## config.mk

```make
export PLATFORM = sky130hd
export DESIGN_NAME = pipe_bubble_ctrl
export DESIGN_NICKNAME = d
export VERILOG_FILES = /design/src/rtl/pipe_bubble_ctrl.sv
export SDC_FILE = /design/constraint.sdc
export NUM_CORES = 1
export LEC_CHECK = 0
export CAP_MARGIN = 30
export CORE_MARGIN = 4
export CORE_UTILIZATION = 28
export DETAILED_ROUTE_END_ITERATION = 8
export PLACE_DENSITY = 0.81
export SLEW_MARGIN = 40
export SYNTH_ARGS = -nofsm -noshare
export SYNTH_HDL_FRONTEND = slang
export SYNTH_SLANG_ARGS = --single-unit
```

## constraint.sdc

```tcl
create_clock -name clk -period 1.05 [get_ports clk]
set_input_delay 0.2625 -clock clk [delete_from_list [all_inputs] [get_ports clk]]
set_output_delay 0.2625 -clock clk [all_outputs]
set_load 0.02 [all_outputs]
```

## src/rtl/pipe_bubble_ctrl.sv

```systemverilog
// Pipeline stall/flush sequencer: picks latch load enables and NOP-bubble selects each cycle.
// Optional perf counters (stall_cycles, flush_events) are built only when PIPE_PERF_CNT_EN is defined.
module pipe_bubble_ctrl #(
  parameter int NUM_STAGES  = 4,
  parameter int FLUSH_DEPTH = 3,
  parameter int LU_BUBBLES  = 1,
  parameter int LU_STAGE    = 1,
  parameter int CNT_W       = 4
) (
  input  logic                  clk,
  input  logic                  rst,
  input  logic                  mem_stall,
  input  logic                  branch_taken,
  input  logic                  load_use_hazard,
  output logic                  load_pc,
  output logic [NUM_STAGES-1:0] load_latch,
  output logic [NUM_STAGES-1:0] bubble_sel,
  output logic                  busy,
  output logic [31:0]           stall_cycles,
  output logic [31:0]           flush_events
);

  localparam logic [0:0] RUN      = 1'b0;
  localparam logic [0:0] LU_STALL = 1'b1;

  if (NUM_STAGES < 2 || NUM_STAGES > 8) begin : g_bad_num_stages
    $error("pipe_bubble_ctrl: NUM_STAGES must be 2..8");
  end
  if (FLUSH_DEPTH < 1 || FLUSH_DEPTH > NUM_STAGES) begin : g_bad_flush_depth
    $error("pipe_bubble_ctrl: FLUSH_DEPTH must be 1..NUM_STAGES");
  end
  if (LU_BUBBLES < 1 || LU_BUBBLES > 15) begin : g_bad_lu_bubbles
    $error("pipe_bubble_ctrl: LU_BUBBLES must be 1..15");
  end
  if (LU_STAGE < 1 || LU_STAGE > NUM_STAGES - 1) begin : g_bad_lu_stage
    $error("pipe_bubble_ctrl: LU_STAGE must be 1..NUM_STAGES-1");
  end
  if ((1 << CNT_W) <= LU_BUBBLES) begin : g_bad_cnt_w
    $error("pipe_bubble_ctrl: CNT_W too narrow for LU_BUBBLES");
  end

  logic [0:0]            r_state;
  logic [CNT_W-1:0]      r_cnt;
  logic [0:0]            w_state_nxt;
  logic [CNT_W-1:0]      w_cnt_nxt;
  logic [NUM_STAGES-1:0] w_lu_load;
  logic [NUM_STAGES-1:0] w_lu_sel;
  logic [NUM_STAGES-1:0] w_flush_sel;
  logic                  w_flush;

  always_comb begin
    for (int i = 0; i < NUM_STAGES; i++) begin
      w_lu_load[i]   = (i >= LU_STAGE);
      w_lu_sel[i]    = (i == LU_STAGE);
      w_flush_sel[i] = (i < FLUSH_DEPTH);
    end
  end

  assign w_flush = !mem_stall && branch_taken;

  // Outputs are a pure function of state and inputs; reset overrides everything.
  always_comb begin
    load_pc    = 1'b1;
    load_latch = '1;
    bubble_sel = '0;
    busy       = (r_state == LU_STALL);
    if (rst) begin
      load_pc    = 1'b0;
      load_latch = '0;
      bubble_sel = '1;
      busy       = 1'b0;
    end else if (mem_stall) begin
      load_pc    = 1'b0;
      load_latch = '0;
    end else if (branch_taken) begin
      bubble_sel = w_flush_sel;
    end else if (r_state == LU_STALL || load_use_hazard) begin
      load_pc    = 1'b0;
      load_latch = w_lu_load;
      bubble_sel = w_lu_sel;
    end
  end

  always_comb begin
    w_state_nxt = r_state;
    w_cnt_nxt   = r_cnt;
    if (mem_stall) begin
      w_state_nxt = r_state;
    end else if (branch_taken) begin
      w_state_nxt = RUN;
      w_cnt_nxt   = '0;
    end else if (r_state == LU_STALL) begin
      if (r_cnt == CNT_W'(1)) begin
        w_state_nxt = RUN;
        w_cnt_nxt   = '0;
      end else begin
        w_cnt_nxt = r_cnt - CNT_W'(1);
      end
    end else if (load_use_hazard && LU_BUBBLES > 1) begin
      // The hazard cycle itself is the first bubble, so LU_BUBBLES-1 remain.
      w_state_nxt = LU_STALL;
      w_cnt_nxt   = CNT_W'(LU_BUBBLES - 1);
    end
  end

  always_ff @(posedge clk or posedge rst) begin
    if (rst) begin
      r_state <= RUN;
      r_cnt   <= '0;
    end else begin
      r_state <= w_state_nxt;
      r_cnt   <= w_cnt_nxt;
    end
  end

`ifdef PIPE_PERF_CNT_EN
  logic [31:0] r_stall_cycles;
  logic [31:0] r_flush_events;

  always_ff @(posedge clk or posedge rst) begin
    if (rst) begin
      r_stall_cycles <= '0;
      r_flush_events <= '0;
    end else begin
      if (!load_pc) r_stall_cycles <= r_stall_cycles + 32'd1;
      if (w_flush)  r_flush_events <= r_flush_events + 32'd1;
    end
  end

  assign stall_cycles = r_stall_cycles;
  assign flush_events = r_flush_events;
`else
  assign stall_cycles = '0;
  assign flush_events = '0;
`endif

endmodule
```

==> impl_metrics.tcl, run 1 <==
set metrics [dict create \
    syn_inst 106 \
    status "finished, violations left" \
    nets 142 \
    worst_hold_slack_ns 0.0602 \
    path_clk_slew_ns 0.05 \
    grt_max_degree 7 \
    fp.dieW_um 63.3 \
    via_count 565 \
    criticalPathCategory "reg2out" \
    timing.final.ws_setup_ns -0.254 \
    pin_count 79 \
    clock_latency_ns 0.25 \
    via_per_inst 3.42 \
    cts.htree.levels 1 \
    synth_top_family_by_area "buffers and inverters" \
    cts-root-buf "clkbuf_4" \
    max_freq_ghz 0.767 \
    cts_sinks 5 \
    synth-simple-area-share_pct 7.60 \
    core_area_um2 2830 \
    rows 19 \
    avgSynthCellArea_um2 8.07 \
    antenna_cells 0 \
    antenna_left 0 \
    area_delta_synth_final_pct 17.3 \
    synth_mux_area_share_pct 0 \
    die_y_um 63.3 \
    power_leakage_nw 0.542 \
    dieArea_um2 4000 \
    drcViolationCount 0 \
    synth_xor_area_share_pct 0 \
    clk_path_buf_depth 2 \
    vdd_drop_max_mv 0.197 \
    drv_cap 0 \
    finalSetupViolations 12 \
    layout_commonest_cell "conb_1" \
    synth_fa_ha_area_share_pct 2.92 \
    synth_cell_types 20 \
    yosys_warnings 0 \
    numPortBuffers 14 \
    drive_above_1_share_pct 37.3 \
    hold_path_class "in2async" \
    instances_no_fill 165 \
    grt_setup_unrepaired "true" \
    wirelength_um 1600 \
    worstPathRequired_ns 0.79 \
    grt_pass1_vias 464 \
    wl_per_cell_um 9.70 \
    synth-compound-area-share_pct 10.8 \
    hpwl_um 1180 \
    first_pass_iters 3 \
    crit_fanout 2 \
    yosysSeqAreaShare_pct 14.6 \
    post-place-cells 154 \
    min_period_ns 1.30 \
    first_iter_violations 15 \
    netlist_area_um2 856 \
    final_hold_viol_count 0 \
    yosys_register_bits 5 \
    grt_overflow 0 \
    final_cell_mix "64 x conb_1, 15 x buf_6, 12 x buf_4" \
    endpoint_kind "output port" \
    cts_hold_buf 0 \
    crit_arrival_ns 1.04 \
    place.gp.congestion 0.763 \
    violations "negative setup slack" \
    grt_use_total_pct 6.71 \
    numCtsBuffers 3 \
    cts_tree "yes" \
    fin_crit_sh_pct 124 \
    p_per_area_nw_per_um2 814 \
    antenna_found_initial 0 \
    initial_core_util_pct 30.3 \
    slew_violations 0 \
    critPathLaunchType "flop" \
    grt_pass1_wl_um 2130 \
    skew_ns 0.00801 \
]
==> state kept, by name, indices dropped and copies added, names as in the netlist <==
signal	count
r_state	1
r_cnt	4
==> cells by family (layout without fill, tap and decap cells) <==
kind of cell	count (synthesis)	in the layout
AO/OA/AOI/OAI	13	13
adder cells (fa/ha/maj)	2	2
buffers and inverters	76	41
flip-flops	5	5
other	1	64
AND/OR/NAND/NOR	9	9
==> cell usage after synthesis <==
library cell	n	area, µm²
a21o_1	1	7.51
a21oi_1	1	5.00
a22o_1	1	8.76
a32o_1	1	10.0
and2_1	1	6.26
buf_4	69	518
conb_1	1	3.75
dfrtp_1	5	125
ha_1	2	25.0
inv_1	7	26.3
nand2_1	1	3.75
nor2_1	3	11.3
nor2b_1	2	12.5
nor3b_1	1	7.51
nor4b_4	1	23.8
o2111ai_1	2	17.5
o21a_1	1	7.51
o21ai_0	4	20.0
o21bai_1	1	7.51
o311ai_1	1	8.76
==> power breakdown <==
part           switching [mW]  internal (mW)  leakage (nW)
Clock                  0.0917          0.139        0.0177
Combinational           0.285         0.0905         0.457
Sequential             0.0124          0.199        0.0675
Total                   0.389          0.428         0.542
==> worst max-delay path: stages, from the launching register on <==
cell     delay, ns
dfrtp_1       0.40
nor2_2        0.11
o21a_2        0.16
buf_6         0.12
==> layer usage <==
metal  global-route usage (%)  part of all wire (%)
met1                     6.44                    34
met2                     12.0                    52
met3                     4.26                    14
met4                     1.62                     0
met5                        0                     0
==> layout make-up <==
cell class	instances	area (µm²)
Inverter	7	28.8
Multi-Input combinational cell	88	494
Timing Repair Buffer	30	288
Clock inverter	1	5.00
Tap cell	31	38.8
Clock buffer	3	22.5
Fill cell	310	1830
Sequential cell	5	126
==> final timing paths <==
check,from,depth (start not counted),endpoint,slack [ns]
min,rst,3,r_state,0.06
max,r_state,3,load_pc,-0.25
max in group asynchronous,rst,3,r_cnt[0],0.79
min reg2reg,r_cnt[1],1,r_cnt[1],0.55
max reg2reg,r_cnt[1],4,r_cnt[3],-0.11
min in group clk,branch_taken,4,r_cnt[3],0.47
==> stage by stage <==
step           TNS (ns)  total power [mW]  setup WS, ns  instance area (µm²)  utilization (%)
6_report          -1.27             0.817        -0.254                 1000             35.5
5_1_grt           -1.85             0.878        -0.321                 1000             35.5
4_1_cts           -1.34             0.809        -0.254                  957             33.8
3_5_place_dp     -11.01             0.555        -0.920                  835             29.5
3_3_place_gp     -10.84             0.552        -0.906                  835             29.5
2_1_floorplan    -0.195             0.662        -0.107                 1110                -
==> repair_timing <==
action                     in CTS  in global routing
setup endpoints to repair      15                 15
pin swaps                      12                  7
setup buffers                   4                  3
resized for setup              92                  8
Power figures use the tool's default switching activity.
==> run 2: changes to the inputs <==
Settings changed: CAP_MARGIN 30 to 0, CORE_ASPECT_RATIO set to 0.9, CORE_UTILIZATION 28 to 31, PLACE_DENSITY 0.81 to 0.84.
Clock period 1.05 ns to 1.2 ns, I/O delays scaled along.
==> run 2 against run 1 <==
Net effect: the run still ends with negative setup slack left; highest routed layer unchanged; combinational power fell by 20%; global-route usage fell by 0.78 points; die area is 8.5% lower.
==> impl_metrics.tcl, run 2 (same netlist as run 1, synthesis figures left out) <==
set metrics [dict create \
    status "finished, violations left" \
    violations "negative setup slack" \
    finalSetupViolations 4 \
    hold_path_class "in2async" \
    layout_commonest_cell "conb_1" \
    r2r_setup_slack_ns 0.05 \
    drv_cap 0 \
    max_freq_ghz 0.759 \
    clock_latency_ns 0.25 \
    numPortBuffers 14 \
    p_per_area_nw_per_um2 790 \
    largest_register "r_cnt" \
    worst_hold_slack_ns 0.136 \
    largest_reg_flops 4 \
    fin_crit_sh_pct 110 \
    cts_hold_buf 0 \
    cts.htree.levels 1 \
    vdd_drop_max_mv 0.229 \
    wl_per_cell_um 9.02 \
    worstPathRequired_ns 0.90 \
    initial_core_util_pct 33.5 \
    clk_path_buf_depth 2 \
    dp_slack_ns -0.921 \
    critPathLaunchType "flop" \
    min_period_ns 1.32 \
    multiInputGateArea_um2 453 \
    setup_tns_ns -0.393 \
    reg2reg_from "r_cnt[1]" \
    finalPower_uw 683 \
    fill_cells 280 \
    nets 135 \
    area_delta_synth_final_pct 1.02 \
    top_regs "r_cnt (4), r_state (1)" \
    grt_pass1_wl_um 1720 \
    slew_violations 0 \
    power_leakage_nw 0.490 \
    final_hold_viol_count 0 \
    endpoint_kind "output port" \
    via_per_inst 3.41 \
    hpwl_um 1170 \
    cts_tree "yes" \
    grt_pass1_vias 395 \
    final_cell_mix "64 x conb_1, 9 x buf_6, 7 x buf_4, 5 x inv_1, 5 x buf_2" \
    rows 17 \
    grt_overflow 0 \
    first_pass_iters 4 \
    pin_count 79 \
    post-route-util_pct 33.9 \
    cts-root-buf "clkbuf_4" \
    wirelength_um 1400 \
    antenna_cells 0 \
    drive_above_1_share_pct 26.8 \
    crit_arrival_ns 1.02 \
    grt_max_degree 8 \
    startpoint "r_state" \
    grt_use_total_pct 5.93 \
    criticalPathCategory "reg2out" \
    timing.final.ws_setup_ns -0.117 \
    ff_latch_area_um2 126 \
    path_clk_slew_ns 0.05 \
    antenna_found_initial 0 \
    antenna_left 0 \
    via_count 529 \
    numCtsBuffers 3 \
    place.gp.congestion 0.750 \
    fp.dieW_um 63.4 \
    cts_sinks 5 \
    crit_fanout 2 \
    skew_ns 0.00422 \
    die_y_um 57.8 \
    dieArea_um2 3670 \
    first_iter_violations 10 \
    core_area_um2 2550 \
    grt_setup_unrepaired "true" \
    drcViolationCount 0 \
]
[run 2: area by class of cell]
class / instances / share of cell area [%]
multi-input combinational: 88 / 52.4
timing repair buffer: 23 / 22.9
sequential: 5 / 14.6
tap: 28 / 4.05
clock buffer: 4 / 3.04
inverter: 7 / 3.04
[run 2: metrics by stage]
stage / area, µm² / std cells
final: 865 / 155
after global routing: 865 / 155
after CTS: 851 / 155
after detailed placement: 818 / 150
after global placement: 818 / 150
after floorplan: 1100 / 169
[run 2: metal layers]
layer,up-vias,track usage [%],wire length [µm]
li1,247,-,-
met1,235,6.50,461
met2,47,9.67,728
met3,0,4.07,208
met4,0,0.923,0
met5,-,0,0
[run 2: critical path, stage by stage (launching register included)]
cell     delay [ns]
dfrtp_1        0.39
nor2_2         0.11
o21a_2         0.16
buf_6          0.12
[run 2: report_power, final]
| group | switching (mW) | internal, mW |
|---|---|---|
| logic | 0.243 | 0.0559 |
| clock network | 0.0762 | 0.126 |
| registers | 0.00690 | 0.175 |
[run 2: repair_timing]
action,in CTS,in global routing
resized for setup,61,15
pin swaps,2,3
setup buffers,1,0
setup endpoints to repair,14,13
[run 2: worst paths after layout]
kind | cells past startpoint | end
min | 3 | r_cnt[2]
min reg2reg | 1 | r_cnt[1]
max | 3 | load_latch[0]
max reg2reg | 4 | r_cnt[3]
max in group asynchronous | 3 | r_cnt[0]
min in group clk | 4 | r_cnt[3]
